$ cat src/rtl/addsub_arbiter_if.sv
// Request/operand/result bundle between clients and addsub_arbiter.
// master: client side (drives req/operands), slave: arbiter side.
interface addsub_arbiter_if #(
  parameter int N = 4,
  parameter int R = 4
) ();
  localparam int W = (R > 1) ? $clog2(R) : 1;

  logic [R-1:0]   req;
  logic [R*N-1:0] x_bus;
  logic [R*N-1:0] y_bus;
  logic [R-1:0]   add_n_bus;
  logic [R-1:0]   lock;
  logic [R-1:0]   gnt;
  logic           busy;
  logic [N-1:0]   z;
  logic           c_out;
  logic           v;
  logic           valid;
  logic [W-1:0]   owner;

  modport master (
    output req, x_bus, y_bus, add_n_bus, lock,
    input  gnt, busy, z, c_out, v, valid, owner
  );

  modport slave (
    input  req, x_bus, y_bus, add_n_bus, lock,
    output gnt, busy, z, c_out, v, valid, owner
  );
endinterface

$ cat src/rtl/addsub_arbiter.sv
// Round-robin arbiter sharing one N-bit add/sub among R requesters.
// Ports: clk, rst_n (async low), bus (slave: req/operands in; gnt,
// busy, z, c_out, v, valid, owner out). Optional ADDSUB_ARB_LOCK_EN
// lets the current owner hold the unit back-to-back via lock.
module addsub_arbiter #(
  parameter int N = 4,
  parameter int R = 4
) (
  input logic        clk,
  input logic        rst_n,
  addsub_arbiter_if.slave bus
);
  localparam int W = (R > 1) ? $clog2(R) : 1;

  typedef enum logic [1:0] {
    IDLE = 2'd0,
    EXEC = 2'd1,
    DONE = 2'd2
  } state_t;

  typedef struct packed {
    logic [N-1:0] x;
    logic [N-1:0] y;
    logic         sub;
  } opnd_t;

  state_t       state_q;
  state_t       state_d;
  opnd_t        op_q;
  logic [W-1:0] ptr_q;
  logic [W-1:0] cur_q;
  logic [W-1:0] nxt_ptr;
  logic [W-1:0] win;
  logic         lock_q;
  logic         lock_hit;
  logic         grant;

  logic [N-1:0] z_q;
  logic         c_q;
  logic         v_q;
  logic [W-1:0] own_q;

  logic [N-1:0] y_eff;
  logic [N:0]   full;
  logic [N-1:0] low;
  logic         v_c;

  logic [R-1:0] gnt_c;
  logic         busy_c;
  logic         valid_c;

  function automatic logic [W-1:0] rr_pick(
    input logic [R-1:0] r,
    input logic [W-1:0] p
  );
    logic [W-1:0] w;
    int idx;
    w = '0;
    // descending scan so the closest requester after p wins
    for (int k = R - 1; k >= 0; k--) begin
      idx = (int'(p) + k) % R;
      if (r[idx]) w = W'(idx);
    end
    return w;
  endfunction

  always_comb begin
    lock_hit = 1'b0;
`ifdef ADDSUB_ARB_LOCK_EN
    lock_hit = (state_q == DONE) &&
               bus.lock[cur_q] && bus.req[cur_q];
`endif
    win   = lock_hit ? cur_q : rr_pick(bus.req, ptr_q);
    grant = (state_q != EXEC) && (|bus.req);
  end

`ifndef ADDSUB_ARB_LOCK_EN
  logic unused_lock;
  assign unused_lock = ^bus.lock;
`endif

  assign nxt_ptr = (cur_q == W'(R - 1)) ? '0 : cur_q + 1'b1;

  // shared datapath: subtract is X + ~Y + 1
  always_comb begin
    y_eff = op_q.sub ? ~op_q.y : op_q.y;
    full  = {1'b0, op_q.x} + {1'b0, y_eff} +
            {{N{1'b0}}, op_q.sub};
    // low[N-1] is the carry into the MSB stage
    low   = {1'b0, op_q.x[N-2:0]} +
            {1'b0, y_eff[N-2:0]} +
            {{(N-1){1'b0}}, op_q.sub};
    v_c   = low[N-1] ^ full[N];
  end

  always_ff @(posedge clk or negedge rst_n) begin
    if (!rst_n) state_q <= IDLE;
    else        state_q <= state_d;
  end

  always_comb begin
    state_d = state_q;
    unique case (state_q)
      IDLE:    state_d = grant ? EXEC : IDLE;
      EXEC:    state_d = DONE;
      DONE:    state_d = grant ? EXEC : IDLE;
      default: state_d = IDLE;
    endcase
  end

  always_comb begin
    gnt_c   = '0;
    if (state_q == EXEC) gnt_c[cur_q] = 1'b1;
    busy_c  = (state_q == EXEC) ||
              ((state_q == DONE) && grant);
    valid_c = (state_q == DONE);
  end

  always_ff @(posedge clk or negedge rst_n) begin
    if (!rst_n) begin
      op_q   <= '0;
      cur_q  <= '0;
      lock_q <= 1'b0;
      ptr_q  <= '0;
      z_q    <= '0;
      c_q    <= 1'b0;
      v_q    <= 1'b0;
      own_q  <= '0;
    end else begin
      if (grant) begin
        op_q.x   <= bus.x_bus[int'(win)*N +: N];
        op_q.y   <= bus.y_bus[int'(win)*N +: N];
        op_q.sub <= bus.add_n_bus[win];
        cur_q    <= win;
        lock_q   <= lock_hit;
      end
      if (state_q == EXEC) begin
        z_q   <= full[N-1:0];
        c_q   <= full[N];
        v_q   <= v_c;
        own_q <= cur_q;
        // a locked re-grant keeps the pointer where it was
        if (!lock_q) ptr_q <= nxt_ptr;
      end
    end
  end

  assign bus.gnt   = gnt_c;
  assign bus.busy  = busy_c;
  assign bus.valid = valid_c;
  assign bus.z     = z_q;
  assign bus.c_out = c_q;
  assign bus.v     = v_q;
  assign bus.owner = own_q;
endmodule
$ cat src/flat_wrapper.sv
// flat-port wrapper written by rule: the top's interface ports become plain ports
module addsub_arbiter_flat 
#(
  parameter int N = 4,
  parameter int R = 4
)
  (clk, rst_n, bus_req, bus_x_bus, bus_y_bus, bus_add_n_bus, bus_lock, bus_gnt, bus_busy, bus_z, bus_c_out, bus_v, bus_valid, bus_owner);
  addsub_arbiter_if #(.N(N), .R(R)) bus_i ();
  input logic clk;
  input logic rst_n;
  input wire logic [$bits(bus_i.req)-1:0] bus_req;
  input wire logic [$bits(bus_i.x_bus)-1:0] bus_x_bus;
  input wire logic [$bits(bus_i.y_bus)-1:0] bus_y_bus;
  input wire logic [$bits(bus_i.add_n_bus)-1:0] bus_add_n_bus;
  input wire logic [$bits(bus_i.lock)-1:0] bus_lock;
  output wire logic [$bits(bus_i.gnt)-1:0] bus_gnt;
  output wire logic [$bits(bus_i.busy)-1:0] bus_busy;
  output wire logic [$bits(bus_i.z)-1:0] bus_z;
  output wire logic [$bits(bus_i.c_out)-1:0] bus_c_out;
  output wire logic [$bits(bus_i.v)-1:0] bus_v;
  output wire logic [$bits(bus_i.valid)-1:0] bus_valid;
  output wire logic [$bits(bus_i.owner)-1:0] bus_owner;
  assign bus_i.req = bus_req;
  assign bus_i.x_bus = bus_x_bus;
  assign bus_i.y_bus = bus_y_bus;
  assign bus_i.add_n_bus = bus_add_n_bus;
  assign bus_i.lock = bus_lock;
  assign bus_gnt = bus_i.gnt;
  assign bus_busy = bus_i.busy;
  assign bus_z = bus_i.z;
  assign bus_c_out = bus_i.c_out;
  assign bus_v = bus_i.v;
  assign bus_valid = bus_i.valid;
  assign bus_owner = bus_i.owner;
  addsub_arbiter #(.N(N), .R(R)) u_core (.clk(clk), .rst_n(rst_n), .bus(bus_i));
endmodule
$ cat config.mk
export PLATFORM = sky130hd
export DESIGN_NAME = addsub_arbiter_flat
export DESIGN_NICKNAME = d
export VERILOG_FILES = /design/src/rtl/addsub_arbiter_if.sv /design/src/rtl/addsub_arbiter.sv /design/src/flat_wrapper.sv
export SDC_FILE = /design/constraint.sdc
export NUM_CORES = 1
export LEC_CHECK = 0
export BUFFER_PORTS_ARGS = -buffer_cell sky130_fd_sc_hd__buf_2
export CAP_MARGIN = 25
export CORE_ASPECT_RATIO = 0.7
export CORE_MARGIN = 4
export CORE_UTILIZATION = 48
export CTS_CLUSTER_DIAMETER = 60
export DETAILED_ROUTE_END_ITERATION = 16
export GPL_ROUTABILITY_DRIVEN = 0
export PLACE_DENSITY = 0.8
export SLEW_MARGIN = 30
export SYNTH_ARGS = -nofsm -noshare
export SYNTH_HDL_FRONTEND = slang
export SYNTH_SLANG_ARGS = --single-unit
$ cat constraint.sdc
create_clock -name clk -period 2.3 [get_ports clk]
set_input_delay 0.23 -clock clk [delete_from_list [all_inputs] [get_ports clk]]
set_output_delay 0.23 -clock clk [all_outputs]
set_load 0.05 [all_outputs]
==> results.md, run 1 <==
- Fraction of layout cells with a size suffix above 1: 37.76%
- FF+latch area: 575.6 sq um
- Area of the multi-input gates: 807.0 sq um
- Clock-pin slew on the worst setup and hold paths: 80 ps
- Fillers: 241
- FF+latch count, synth: 23
- Synth warn: 0
- Slew Viols, Final: 0
- # resized after CTS: 0
- Syn_area_per_cell: 10.44 sq um
- Setup TNS: 0 ps
- Max-cap viol count: 0
- Leak Pwr: 0.0009265 uW
- Clock Sinks: 23
- Largest net degree at the start of global routing: 24
- Async SR Flop Fraction: 100.0%
- Nature of the critical path startpoint: register
- Synth Net Count: 193
- Pwr per Cell Area: 1453 nW/um^2
- Sequential power share: 28.6%
- DRT Wirelength: 3340 um
- Max_slew headroom: 60.04%
- Clk_skew: 3.913 ps
- Cell Int Power: 1333 uW
- Commonest non-fill, non-tap cell in the layout: buf_2
- # diodes: 0
- Initial antenna violation count: 0
- Total die area: 3982 sq um
- Vias: 1,199
- Actual slew at the worst max-slew pin: 593.9 ps
- Gr ovfl total: 0
- Clock Latency Late Sink: 270 ps
- Final setup viols: 0
- IO buf count: 55
- CTS tree: done
- Clk pwr share: 9.8%
- Tot GR Track Use: 18.09%
- Final ANT Viol Nets: 0
- Number of synthesized flops with an enable pin: 0
- Mapped Area: 1451 sq um
- Layout Nets: 251
- Psw: 1281 uW
- Outcome: finished clean
- Synth-to-Final Area Change: 23.97%
- Worst Path Required: 2450 ps
- Initial DRC count: 84
- Clock root buffer: clkbuf_8
- 1st-pass router iterations: 4
- Most frequent cells in the layout: buf_2 (55), nand2_1 (26), dfrtp_1 (23), mux2i_1 (19), o21ai_0 (10)
- Final Cycle Share: 85.12%
- Global-route wire length before repair: 5430 um
- Critical Path Sink Type: register
- Hold Vio Cnt, Final: 0
- Peak Freq: 510.8 MHz
- Worst Hold Class: in2reg
- Critical path class: reg2reg
- Seq/Total Area, Yosys: 39.66%
- Die W: 73.73 um
- Switching power share of the total: 49.00%
- Critical Path AT: 2110 ps
- RSZ-0062 raised after global routing: false
- Number of global-route vias before repair: 1,154
- Post-Synthesis Cells: 139
- Die Span Y: 54.01 um
- Core region area: 2843 sq um
- Initial Util: 51.06%
- Maximum root-to-sink buffer count: 2
- Drt wl/cell: 14.40 um
- Netlist cell types: 27
- Comb pwr share: 61.6%
- Final Power: 2614 uW
- Max IR drop VDD: 0.0004806 V
- FP Rows: 16
- DPL Wire Length: 2611 um
- Max FO, Critical Path: 3
- I/O pins: 60
- Minimum clock period: 1958 ps
- Most used flip-flop cell after synthesis: dfrtp_1
- Via density: 5.168
- CTS Buf Count: 3
- Drt drc: 0
- H-tree depth: 1
per-stage QoR:
step	worst slack [ps]	instance area, sq um	cells	util, %	hold slack (ps)
floorplan	478.0	1451	139	-	-65.59
CTS	355.1	1799	232	63.29	273.1
finish	342.2	1799	232	63.29	274.0
detailed placement	381.7	1743	227	61.31	236.1
global route	261.8	1799	232	63.29	280.0
global placement	434.3	1743	227	61.31	219.4
worst paths after layout:
path,start,end,slack (ps),depth (start not counted)
setup / recovery,u_core.op_q[1],u_core.bus.v,340,6
hold / removal,bus_y_bus[9],u_core.op_q[2],270,3
setup reg to reg,u_core.op_q[1],u_core.bus.v,340,6
hold reg to reg,u_core.state_q[0],u_core.state_q[0],460,1
max in group asynchronous,rst_n,u_core.cur_q[1],1500,2
min in group asynchronous,rst_n,u_core.op_q[8],450,2
sequential cells by signal (all words and copies together), names as in the netlist:
register	flops
u_core.bus.c_out	1
u_core.bus.owner	2
u_core.bus.v	1
u_core.bus.z	4
u_core.cur_q	2
u_core.op_q	9
u_core.ptr_q	2
u_core.state_q	2
worst max-delay path: stages, from the launching register on:
cell and delay [ps]:
dfrtp_1 410, mux2_2 380, fa_1 410, a21o_1 170, a21oi_1 240, xnor2_1 150
o21ai_0 90
cell families (layout without fill, tap and decap cells):
kind of cell | count (synthesis) | in the layout | share of synthesized area, %
and+or+nand+nor | 43 | 43 | 13.28
AOI/OAI and AO/OA | 28 | 28 | 16.47
DFF | 23 | 23 | 39.66
muxes | 20 | 20 | 13.88
buffers and inverters | 10 | 67 | 5.086
adders and majority gates | 8 | 8 | 7.414
xor gates and xnor gates | 7 | 7 | 4.224
layer usage:
layer	vias to the layer above	share of wire, %	GRT usage (%)
met4	0	0.78	3.313
met3	4	7.4	5.224
met5	-	0	0
met2	39	48	30.15
met1	554	44	23.69
li1	602	-	-
Yosys cell counts, drive strengths merged, types with 2 or more instances:
cell type,count,area [sq um]
nand2,26,97.59
dfrtp,23,575.6
mux2i,19,190.2
o21ai,10,50.05
o221ai,9,135.1
ha,7,87.58
a21oi,5,25.02
buf,5,52.55
and2,4,25.02
inv,4,17.52
nor2,4,15.01
xor2,4,35.03
nand2b,3,18.77
xnor2,3,26.28
a21o,2,15.01
or2,2,12.51
layout make-up:
type | instances | area share [%]
Sequential cell | 23 | 31.99
Timing Repair Buffer | 59 | 17.11
Inverter | 4 | 0.9736
Tap cell | 36 | 2.503
Clock inverter | 1 | 0.2782
Multi-Input combinational cell | 106 | 44.85
Clock buffer | 3 | 2.295
repair_timing:
action,4_1_cts,5_1_grt
hold buffers,1,0
hold endpoints to repair,23,0
buffers inserted,0,0
power groups by stage:
stage | sequential [uW] | clock (uW) | combinational [uW]
6_report | 748 | 257 | 1610
5_1_grt | 769 | 287 | 1760
4_1_cts | 749 | 262 | 1620
3_5_place_dp | 754 | 0 | 1600
3_3_place_gp | 735 | 0 | 1540
2_1_floorplan | 948 | 0 | 1070
(Power assumes the default switching activity.)
==> inputs of run 2 (changes only) <==
CORE_UTILIZATION = 51   (was 48)
PLACE_DENSITY = 0.84   (was 0.8)
clock period = 2.4 ns   (was 2.3 ns; I/O delays follow)
==> run 2 against run 1 <==
Compared with the run above:
- non-clock buffer count unchanged
- global-route usage increased by 1.0 points
- clock skew increased by 2.9 ps
- final cell count decreased by 0.86%
- die area decreased by 5.1%
- sequential share of layout area increased by 0.067 points
- wire length decreased by 2.3%
- critical path type unchanged
- critical endpoint unchanged
- largest power group unchanged
- highest routed layer unchanged
==> results.md, run 2 (synthesis gave the netlist of run 1 again) <==
- Fraction of layout cells with a size suffix above 1: 37.24%
- Post-CTS Setup Inserts: 0
- Met3 Usage GRT: 5.556%
- Initial antenna violation count: 0
- Clk_skew: 6.799 ps
- Critical path class: reg2reg
- Gr ovfl total: 0
- Worst Path Required: 2550 ps
- Drt drc: 0
- 1st-pass router iterations: 4
- Outcome: finished clean
- Max FO, Critical Path: 5
- Commonest non-fill, non-tap cell in the layout: buf_2
- Hold Vio Cnt, Final: 0
- # diodes: 0
- Max-cap viol count: 0
- Leak Pwr: 0.0009238 uW
- Peak Freq: 525.9 MHz
- Global-route wire length before repair: 5430 um
- DRT Wirelength: 3262 um
- Slew Viols, Final: 0
- Max_slew headroom: 60.09%
- Synth-to-Final Area Change: 23.71%
- Fin area: 1795 sq um
- IO buf count: 55
- Area of the multi-input gates: 807.0 sq um
- Hold Crit Depth: 3
- Final Cycle Share: 79.23%
- DPL Wire Length: 2628 um
- Tot GR Track Use: 19.12%
- Layout Nets: 251
- M2 GR Usage: 35.67%
- Via density: 5.387
- Drt wl/cell: 14.18 um
- Initial Util: 56.04%
- Placed Area: 1740 sq um
- Critical Path Sink Type: register
- H-tree depth: 1
- Met1 Usage GRT: 20.24%
- Die W: 71.76 um
- Nature of the critical path startpoint: register
- Slowest CP cell: dfrtp_1
- Die Span Y: 52.64 um
- Reg2Reg Depth: 6
- Max IR drop VDD: 0.0007583 V
- Actual slew at the worst max-slew pin: 593.1 ps
- Most frequent cells in the layout: buf_2 (55), nand2_1 (26), dfrtp_1 (23), mux2i_1 (19), o21ai_0 (10)
- Worst Hold Class: in2reg
- FP Rows: 15
- Number of global-route vias before repair: 1,251
- Hold Slack: 286.5 ps
- Clock Latency Late Sink: 270 ps
- Minimum clock period: 1902 ps
- FF+latch area: 575.6 sq um
- Global route hottest layer: met2
- Max reg flops: 9
- CP max stage delay: 460 ps
- Critical Path AT: 2050 ps
- Clock Sinks: 23
- Final ANT Viol Nets: 0
- Final setup viols: 0
- Core region area: 2590 sq um
- # resized after CTS: 0
- Top reg by flops: u_core.op_q
- I/O pins: 60
- Crit-path cells: mux2_2, fa_1, a21o_1, a21oi_1, xnor2_1, o21ai_0
- Largest net degree at the start of global routing: 24
- RSZ-0062 raised after global routing: false
- Vias: 1,239
- Setup TNS: 0 ps
- Initial DRC count: 34
- Clock-pin slew on the worst setup and hold paths: 80 ps
- Clock root buffer: clkbuf_8
- Maximum root-to-sink buffer count: 2
- CTS Buf Count: 3
- Fillers: 214
- Pwr per Cell Area: 1368 nW/um^2
- Total die area: 3777 sq um
- CTS tree: done
## run 2: changes by cell type in the layout (fill, tap and decap cells not counted), sizes merged
cell / previous run / this run
clkbuf: 3 / 4
clkinv: 1 / 0
## run 2: layout make-up
| type | count | area share (%) |
|---|---|---|
| multi-input cells | 106 | 44.95 |
| clock buffers | 4 | 2.509 |
| flip-flops and latches | 23 | 32.06 |
| inverters | 4 | 0.9756 |
| repair buffers | 59 | 17.14 |
| well taps | 34 | 2.369 |
## run 2: final timing paths
path	slack, ps	to	from
worst max-delay path	500	u_core.bus.v	u_core.op_q[0]
worst min-delay path	290	u_core.op_q[4]	bus_y_bus[3]
worst max register to register	500	u_core.bus.v	u_core.op_q[0]
worst min register to register	470	u_core.bus.z[1]	u_core.bus.z[1]
max in group asynchronous	1570	u_core.op_q[2]	rst_n
min in group asynchronous	480	u_core.bus.owner[1]	rst_n
## run 2: where the power goes
| part | internal, uW | leakage [uW] | switching (uW) |
|---|---|---|---|
| Sequential | 571 | 0.000283 | 142 |
| Combinational | 583 | 0.000618 | 918 |
| Clock | 119 | 0.0000228 | 125 |
## run 2: worst max-delay path: cells and delay by family, from the launching register on
kind                       cells  cell delay (ps)
DFF                            1              460
AOI/OAI and AO/OA              3              460
muxes                          1              320
xor gates and xnor gates       1              140
adders and majority gates      1              400
## run 2: stage by stage
stage,setup WS [ps],utilization (%),total power (uW),cells
after floorplan,568.0,-,1933,139
after global routing,413.2,69.32,2670,230
after CTS,498.3,69.32,2484,230
after global placement,540.8,67.20,2166,225
after detailed placement,433.0,67.20,2232,225
final,498.5,69.32,2457,230
## run 2: per-layer routing
layer	up-vias	wire length [um]	share of wire, %
met1	592	1323	41
li1	603	-	-
met4	0	38	1.2
met2	40	1661	51
met3	4	239	7.3
met5	-	0	0
## run 2: what timing repair did
item                                    CTS  global route
endpoints found under the setup margin    0             0
endpoints found under the hold margin    23             0
hold buffers                              1             0
